[src/rtl/car_sprite_fetch.sv]
// Sprite fetch stage: raster/car position -> sprite ROM address, hit realigned with ROM data, RGB565->888 out.
// Optional horizontal flip via `define SPRITE_MIRROR_EN (adds mirror_x, shadowed at frame_start).
module car_sprite_fetch #(
    parameter int         SPR_W  = 32,
    parameter int         SPR_H  = 64,
    parameter int         ADDR_W = 11,
    parameter int         RD_LAT = 1,
    parameter logic [9:0] INIT_X = 10'd200,
    parameter logic [9:0] INIT_Y = 10'd400
) (
    input  logic              Clk,
    input  logic              Reset,
    input  logic [9:0]        DrawX,
    input  logic [9:0]        DrawY,
    input  logic              pixel_valid,
    input  logic              frame_start,
    input  logic [9:0]        car_x,
    input  logic [9:0]        car_y,
`ifdef SPRITE_MIRROR_EN
    input  logic              mirror_x,
`endif
    output logic [ADDR_W-1:0] rom_addr,
    input  logic [15:0]       rom_data,
    output logic [15:0]       onchip_data,
    input  logic              is_background,
    output logic              sprite_on,
    output logic [23:0]       sprite_rgb
);

    localparam int XB = $clog2(SPR_W);
    localparam int YB = ADDR_W - XB;

    logic [9:0]        pos_x, pos_y;
    logic [10:0]       x_lo, x_hi, y_lo, y_hi;
    logic              in_x, in_y, hit_c;
    logic [XB-1:0]     x_off;
    logic [YB-1:0]     y_off;
    logic [ADDR_W-1:0] addr_c;
    logic              hit0;
    logic [RD_LAT-1:0] hit_sr;
    logic              hit_d;
    logic [4:0]        r5, b5;
    logic [5:0]        g6;

    // Positions only move at frame_start so a frame is never drawn with two positions.
    always_ff @(posedge Clk) begin
        if (Reset) begin
            pos_x <= INIT_X;
            pos_y <= INIT_Y;
        end else if (frame_start) begin
            pos_x <= car_x;
            pos_y <= car_y;
        end
    end

`ifdef SPRITE_MIRROR_EN
    logic mirror_q;

    always_ff @(posedge Clk) begin
        if (Reset)
            mirror_q <= 1'b0;
        else if (frame_start)
            mirror_q <= mirror_x;
    end
`endif

    always_comb begin
        // 11-bit bounds keep a sprite near the right/bottom edge from wrapping.
        x_lo  = {1'b0, pos_x};
        x_hi  = x_lo + 11'(SPR_W);
        y_lo  = {1'b0, pos_y};
        y_hi  = y_lo + 11'(SPR_H);
        in_x  = ({1'b0, DrawX} >= x_lo) && ({1'b0, DrawX} < x_hi);
        in_y  = ({1'b0, DrawY} >= y_lo) && ({1'b0, DrawY} < y_hi);
        hit_c = pixel_valid && in_x && in_y;
        x_off = DrawX[XB-1:0] - pos_x[XB-1:0];
        y_off = DrawY[YB-1:0] - pos_y[YB-1:0];
`ifdef SPRITE_MIRROR_EN
        if (mirror_q)
            x_off = XB'(SPR_W - 1) - (DrawX[XB-1:0] - pos_x[XB-1:0]);
`endif
        addr_c = {y_off, x_off};
    end

    always_ff @(posedge Clk) begin
        if (Reset) begin
            hit0     <= 1'b0;
            rom_addr <= '0;
        end else begin
            hit0     <= hit_c;
            rom_addr <= hit_c ? addr_c : '0;
        end
    end

    // Delay the hit flag by the ROM read latency so it lines up with rom_data.
    always_ff @(posedge Clk) begin
        if (Reset) begin
            hit_sr <= '0;
        end else begin
            hit_sr[0] <= hit0;
            for (int i = 1; i < RD_LAT; i++)
                hit_sr[i] <= hit_sr[i-1];
        end
    end

    always_comb begin
        hit_d       = hit_sr[RD_LAT-1];
        onchip_data = hit_d ? rom_data : 16'h0000;
        r5          = onchip_data[15:11];
        g6          = onchip_data[10:5];
        b5          = onchip_data[4:0];
    end

    always_ff @(posedge Clk) begin
        if (Reset) begin
            sprite_on  <= 1'b0;
            sprite_rgb <= 24'h0;
        end else begin
            sprite_on  <= hit_d && !is_background;
            sprite_rgb <= hit_d ? {r5, r5[4:2], g6, g6[5:4], b5, b5[4:2]} : 24'h0;
        end
    end

endmodule

[config.mk]
export PLATFORM = sky130hd
export DESIGN_NAME = car_sprite_fetch
export DESIGN_NICKNAME = d
export VERILOG_FILES = /design/src/rtl/car_sprite_fetch.sv
export SDC_FILE = /design/constraint.sdc
export NUM_CORES = 1
export LEC_CHECK = 0
export BUFFER_PORTS_ARGS = -buffer_cell sky130_fd_sc_hd__buf_2
export CORE_ASPECT_RATIO = 0.5
export CORE_MARGIN = 1
export CORE_UTILIZATION = 48
export CTS_CLUSTER_DIAMETER = 150
export DETAILED_ROUTE_END_ITERATION = 6
export MAX_ROUTING_LAYER = met4
export PLACE_DENSITY = 0.8
export SLEW_MARGIN = 10
export SYNTH_ARGS = -nofsm -noshare
export SYNTH_HDL_FRONTEND = slang
export SYNTH_SLANG_ARGS = --single-unit
[constraint.sdc]
create_clock -name Clk -period 2.75 [get_ports Clk]
set_input_delay 0.825 -clock Clk [delete_from_list [all_inputs] [get_ports Clk]]
set_output_delay 0.825 -clock Clk [all_outputs]
set_load 0.05 [all_outputs]
==> results of run 1 <==
==> logic make-up (layout without fill, tap and decap cells) <==
group                    Yosys count  count (layout)  synth area share
adder cells (fa/ha/maj)           33              33             0.158
XOR/XNOR                          11              11            0.0355
AO/OA/AOI/OAI                     38              38            0.0949
buffers and inverters             43             152            0.0742
flip-flops                        50              50             0.368
multiplexers                      14              14            0.0516
AND/OR/NAND/NOR                   98              98             0.218
==> registers in the layout (all words and copies together), names as in the netlist <==
register / flops
sprite_rgb: 16
rom_addr: 11
pos_x: 10
pos_y: 10
hit0: 1
hit_d: 1
sprite_on: 1
==> layout make-up <==
type                    instances  area, sq um
fillers                       427         1730
multi-input cells             194         1510
flip-flops and latches         50         1000
repair buffers                119          613
clock buffers                   5          125
inverters                      26         97.6
well taps                      70         87.6
clock inverters                 2         10.0
==> synth_stat cells (3+ instances only) <==
| cell type | number |
|---|---|
| buf_4 | 8 |
| mux2i_1 | 14 |
| a21o_1 | 3 |
| nor3_2 | 10 |
| a21oi_1 | 14 |
| nor2b_1 | 5 |
| nand4_1 | 3 |
| o211ai_1 | 7 |
| and2_1 | 32 |
| clkbuf_1 | 6 |
| nand3_1 | 6 |
| inv_1 | 26 |
| nand2_1 | 11 |
| o21ai_0 | 6 |
| ha_1 | 31 |
| nor2_1 | 21 |
| dfxtp_1 | 50 |
| xnor2_1 | 9 |
==> power by group <==
group	switching, mW	leakage [nW]	total (mW)	internal [mW]
Combinational	0.189	1.34	0.340	0.152
Clock	0.237	0.0694	0.565	0.328
Sequential	0.0155	0.407	0.762	0.747
==> worst paths after layout <==
check | from | end | slack, ps | depth (start not counted)
max | DrawY[0] | rom_addr[2] | 250 | 11
max reg2reg | pos_x[5] | rom_addr[2] | 360 | 10
min reg2reg | hit0 | hit_d | 440 | 1
min | hit0 | hit_d | 440 | 1
==> metrics by stage <==
stage,TNS [ps],worst slack (ps)
6_report,0,246
5_1_grt,0,96.7
4_1_cts,0,255
3_5_place_dp,-19.6,-19.6
3_3_place_gp,0,93.2
2_1_floorplan,0,168
==> worst max-delay path: cells and delay by family <==
family          cells  cell delay, ps
compound gates      3             440
buf+inv             3             320
simple gates        3             500
fa+ha+maj           2             620
==> metal layers <==
layer	vias up	track usage	wire [microns]
li1	1176	-	-
met1	1014	0.219	2570
met2	64	0.382	3010
met3	9	0.0492	335
met4	0	0.0608	66
met5	-	-	0
==> run_results.csv, run 1 <==
group,metric,value,unit
clock_tree,cts.repair.resized,0,
pwr,p_leak,1.81,nW
clock_tree,holdBufCountCts,0,
clock_tree,clk_pin_slew,60,ps
setup_path,critical_path_class,"in2reg",
floorplanning,dieWidth,108,microns
clock_tree,cts_tree,"yes",
yosys,synthCells,287,
floorplanning,die-height,55.2,microns
global_routing,number_of_global_route_vias_before_repair,2034,
pwr,ir_worst_vdd,0.279,mV
drt,antenna_violating_nets_post_route,0,
job,max-cap-violations,0,
sta,post-route-period-util,0.911,
drt,drt-total-wl,5.98,mm
sta,setup_viol,0,
yosys,yosysSeqAreaShare,0.368,
placed_design,place.port_buffers,112,
cells_and_area,final_cell_mix,"112 x buf_2, 50 x dfxtp_1, 32 x and2_1",
global_routing,largest_net_degree_at_the_start_of_global_routing,27,
pwr,design_power_total,1.67,mW
clock_tree,clk_path_buf_depth,2,
yosys,synth_warnings,0,
sta,fmax,399,MHz
pwr,power-per-cell-area,483,mW/mm^2
cells_and_area,insertedDiodeCount,0,
setup_path,worstSetupEndpointType,"flip-flop",
clock_tree,clock_insertion_delay_worst_skew,280,ps
sta,rsz0062_at_grt,"false",
yosys,area_fraction_of_the_dominant_cell_type_after_synthesis,0.368,
drt,drt_drc_violations_left,0,
placed_design,place_inst,459,
setup_path,timing.critical_path.slowest_cell_delay,400,ps
setup_path,wp_data_arrival,2710,ps
drt,route.detailed.vias_per_inst,4.86,
placed_design,last_weighted_congestion_value_of_the_routability_driven_placer,0.869,
cells_and_area,finish.cell_count_without_fillers,466,
floorplanning,core.rowCount,18,
placed_design,hpwlAfterDp,4.96,mm
setup_path,cp_data_required_time,2960,ps
floorplanning,start_util,0.524,
clock_tree,tritoncts.num_buffers,5,
sta,hold-worst-slack,440,ps
clock_tree,cts.htree.levels,2,
yosys,synth_top_flop_cell,"dfxtp_1",
cells_and_area,final_common_cell,"buf_2",
yosys,synth_enable_flop_cells,0,
setup_path,critical_path.max_fanout,4,
cells_and_area,final_net_count,490,
run_status,outcome,"finished, final reports clean",
yosys,mappedNetlistArea,0.00272,sq mm
sta,maxSlewHeadroom,0.581,
cells_and_area,fin_util,0.666,
yosys,flop_and_latch_count_out_of_synthesis,50,
placed_design,placement.cell_area,0.00331,sq mm
drt,first_iter_violations,33,
drt,detail_route.first_pass.iterations,4,
yosys,synth_fp_nets,381,
yosys,synth_area_per_cell,9.46,sq um
floorplanning,design.die.area,0.00598,sq mm
sta,fin_worst_skew,3.60,ps
cells_and_area,layout_cells_sized_above_1,0.359,
yosys,synth_largest_area_cell,"dfxtp_1",
yosys,ys_top_cells_by_area,"dfxtp_1 37%, ha_1 14%, and2_1 7.4%, mux2i_1 5.2%, nor3_2 3.7%",
sta,report.final.hold_viol_count,0,
drt,drt-wirelength-per-cell,12.8,microns
clock_tree,cts.repair_timing.setup_buffer_count,0,
cells_and_area,flow.area_growth_from_synthesis,26.9,%
sta,finalWorstPathRequiredPeriod,2500,ps
clock_tree,numClockSinks,50,
drt,dr_total_vias,2263,
yosys,yosys.cell_types.count,37,
yosys,ys_async_sr_fraction,0,
global_routing,grt_usage,0.202,
floorplanning,coreArea,0.00518,sq mm
setup_path,timing.critical_path.cells,"buf_2 > inv_1 > ha_1 > fa_1 > nand2b_1 > a21oi_1 > o41ai_1 > o211ai_1 > nand4_2 > buf_4 > nor3_2",
setup_path,cp_slowest_cell,"fa_1",
floorplanning,boundary_pin_count,113,
global_routing,initial_antenna_violation_count,0,
setup_path,cp-start-kind,"input port",
cells_and_area,fin_area,0.00345,sq mm
global_routing,grt_first_pass_wirelength,8.78,mm
min_path,worst_min_delay_path_class,"reg2reg",
sta,maxSlewViolCount,0,
sta,worst-slew-pin-transition,629,ps
global_routing,grt_overflow,0,
clock_tree,cts_root_buffer,"clkbuf_16",
No activity file was read; power rests on OpenSTA's default activity.
==> run 2, diff against run 1 <==
--- a/config.mk
+++ b/config.mk
@@ -5,6 +5,7 @@
 export SDC_FILE = /design/constraint.sdc
 export NUM_CORES = 1
 export LEC_CHECK = 0
+export ABC_AREA = 1
 export BUFFER_PORTS_ARGS = -buffer_cell sky130_fd_sc_hd__buf_2
 export CORE_ASPECT_RATIO = 0.5
 export CORE_MARGIN = 1
==> run 2 against run 1 <==
  * The run now ends with design-rule violations left
  * Sequential share of layout area fell by 0.13 points
  * Sequential power is essentially flat
  * Global-route usage rose by 0.86 points
  * Via count up 12%
  * Area after synthesis up 1.6%
  * Critical path type is now reg2out
==> run_results.csv, run 2 <==
group,metric,value,unit
global_routing,initial_antenna_violation_count,0,
clock_tree,numClockSinks,50,
yosys,ys_async_sr_fraction,0,
sta,rsz0062_at_grt,"false",
clock_tree,cts_tree,"yes",
sta,setup_ws,481,ps
sta,report.final.hold_viol_count,0,
cells_and_area,finish.cell_count_without_fillers,549,
yosys,flop_and_latch_count_out_of_synthesis,50,
yosys,synth_area_per_cell,7.42,sq um
yosys,yosysSeqAreaShare,0.363,
cells_and_area,final_net_count,569,
sta,finalWorstPathRequiredPeriod,2270,ps
global_routing,grt_usage,0.211,
clock_tree,tritoncts.num_buffers,5,
setup_path,cp-start-kind,"flip-flop",
sta,fmax,441,MHz
drt,drt-total-wl,5.99,mm
floorplanning,start_util,0.500,
cells_and_area,largest-register,"sprite_rgb",
drt,detail_route.first_pass.iterations,6,
run_status,failed_checks,"design-rule violations",
yosys,ys_top_cells_by_area,"dfxtp_1 36%, ha_1 14%, inv_1 9.9%, nand2_1 9.5%, a21oi_1 5.4%",
yosys,synth_warnings,0,
drt,met2_length,2.76,mm
clock_tree,clk_pin_slew,60,ps
clock_tree,cts.htree.levels,2,
setup_path,wp_data_arrival,1440,ps
yosys,synth_fp_nets,466,
sta,fin_worst_skew,3.62,ps
sta,maxSlewHeadroom,0.486,
yosys,area_fraction_of_the_dominant_cell_type_after_synthesis,0.363,
clock_tree,cts.repair_timing.setup_buffer_count,0,
sta,fin_setup_tns,0,ps
drt,route.met3.wl,329,microns
global_routing,grt_overflow,0,
drt,dr_total_vias,2527,
drt,first_iter_violations,75,
floorplanning,die-height,55.6,microns
clock_tree,holdBufCountCts,0,
min_path,worst_min_delay_path_class,"reg2reg",
clock_tree,clock_insertion_delay_worst_skew,280,ps
drt,drt-wirelength-per-cell,10.9,microns
cells_and_area,fin_util,0.628,
yosys,mappedNetlistArea,0.00276,sq mm
setup_path,cp_data_required_time,1930,ps
pwr,power-per-cell-area,497,mW/mm^2
cells_and_area,final_cell_mix,"112 x buf_2, 73 x inv_1, 70 x nand2_1",
placed_design,last_weighted_congestion_value_of_the_routability_driven_placer,0.903,
sta,hold-worst-slack,426,ps
pwr,p_leak,2.04,nW
placed_design,place_ws,297,ps
setup_path,worst-r2r-setup-slack,590,ps
drt,wl_met1,2.85,mm
yosys,ys_top_cells_by_count,"73 x inv_1, 70 x nand2_1, 50 x dfxtp_1",
placed_design,placement.cell_area,0.00332,sq mm
cells_and_area,largest_register_ff_count,16,
clock_tree,cts.repair.resized,0,
drt,antenna_violating_nets_post_route,0,
global_routing,number_of_global_route_vias_before_repair,2293,
yosys,synthCells,372,
sta,worst-slew-pin-transition,770,ps
floorplanning,boundary_pin_count,113,
cells_and_area,largestRegisters,"sprite_rgb (16), rom_addr (11)",
pwr,ir_worst_vdd,0.267,mV
placed_design,hpwlAfterDp,4.71,mm
yosys,synth_largest_area_cell,"dfxtp_1",
setup_path,critical_path.max_fanout,17,
floorplanning,core.rowCount,19,
run_status,outcome,"finished with violations",
cells_and_area,final_common_cell,"buf_2",
yosys,yosys.cell_types.count,24,
floorplanning,dieWidth,109,microns
placed_design,place.port_buffers,112,
yosys,synth_enable_flop_cells,0,
yosys,synth_top_flop_cell,"dfxtp_1",
drt,drt_drc_violations_left,2,
job,max-cap-violations,0,
sta,setup_viol,0,
setup_path,worstSetupEndpointType,"primary output",
clock_tree,clk_path_buf_depth,2,
cells_and_area,insertedDiodeCount,0,
clock_tree,cts_root_buffer,"clkbuf_16",
cells_and_area,layout_cells_sized_above_1,0.286,
cells_and_area,final.fill_count,517,
yosys,yosys.cell_count.top_type,"inv_1",
cells_and_area,flow.area_growth_from_synthesis,25.5,%
global_routing,largest_net_degree_at_the_start_of_global_routing,27,
pwr,design_power_total,1.72,mW
cells_and_area,fin_area,0.00346,sq mm
setup_path,critical_path_class,"reg2out",
sta,maxSlewViolCount,0,
placed_design,place_inst,541,
drt,highest-signal-layer,"met4",
floorplanning,coreArea,0.00552,sq mm
floorplanning,design.die.area,0.00608,sq mm
drt,route.detailed.vias_per_inst,4.60,
sta,post-route-period-util,0.825,
global_routing,grt_first_pass_wirelength,9.64,mm
==> run 2: kinds of logic after synthesis <==
| family | Yosys count | share of synthesized area |
|---|---|---|
| xor gates and xnor gates | 12 | 0.0381 |
| adders and majority gates | 33 | 0.155 |
| and+or+nand+nor | 135 | 0.211 |
| DFF | 50 | 0.363 |
| buffers and inverters | 90 | 0.137 |
| AOI/OAI and AO/OA | 52 | 0.0966 |
==> run 2: area by class of cell <==
cell class                      count  area [sq um]  share of cell area
Timing Repair Buffer              113           568               0.164
Clock inverter                      1          5.00             0.00145
Multi-Input combinational cell    232          1380               0.399
Tap cell                           73          91.3              0.0264
Inverter                           73           274              0.0791
Sequential cell                    50          1000               0.289
Clock buffer                        7           143              0.0412
==> run 2: critical path, cell delays in order (launching register included) <==
cell	delay [ps]
dfxtp_1	660
nand2_1	160
inv_1	80
buf_2	250
==> run 2: final timing paths <==
path | start | end | depth (start not counted)
setup / recovery | hit_d | onchip_data[0] | 3
hold / removal | hit0 | hit_d | 2
setup reg to reg | pos_y[6] | rom_addr[5] | 10
hold reg to reg | hit0 | hit_d | 2
==> run 2: power breakdown <==
group / total, mW / switching [mW] / internal [mW]
sequential: 0.764 / 0.0157 / 0.748
clock: 0.604 / 0.244 / 0.361
combinational: 0.352 / 0.206 / 0.145
==> run 2: metal layers <==
layer	up-vias	track usage
met4	0	0.0495
met5	-	-
met3	7	0.0480
met2	75	0.363
li1	1339	-
met1	1106	0.251
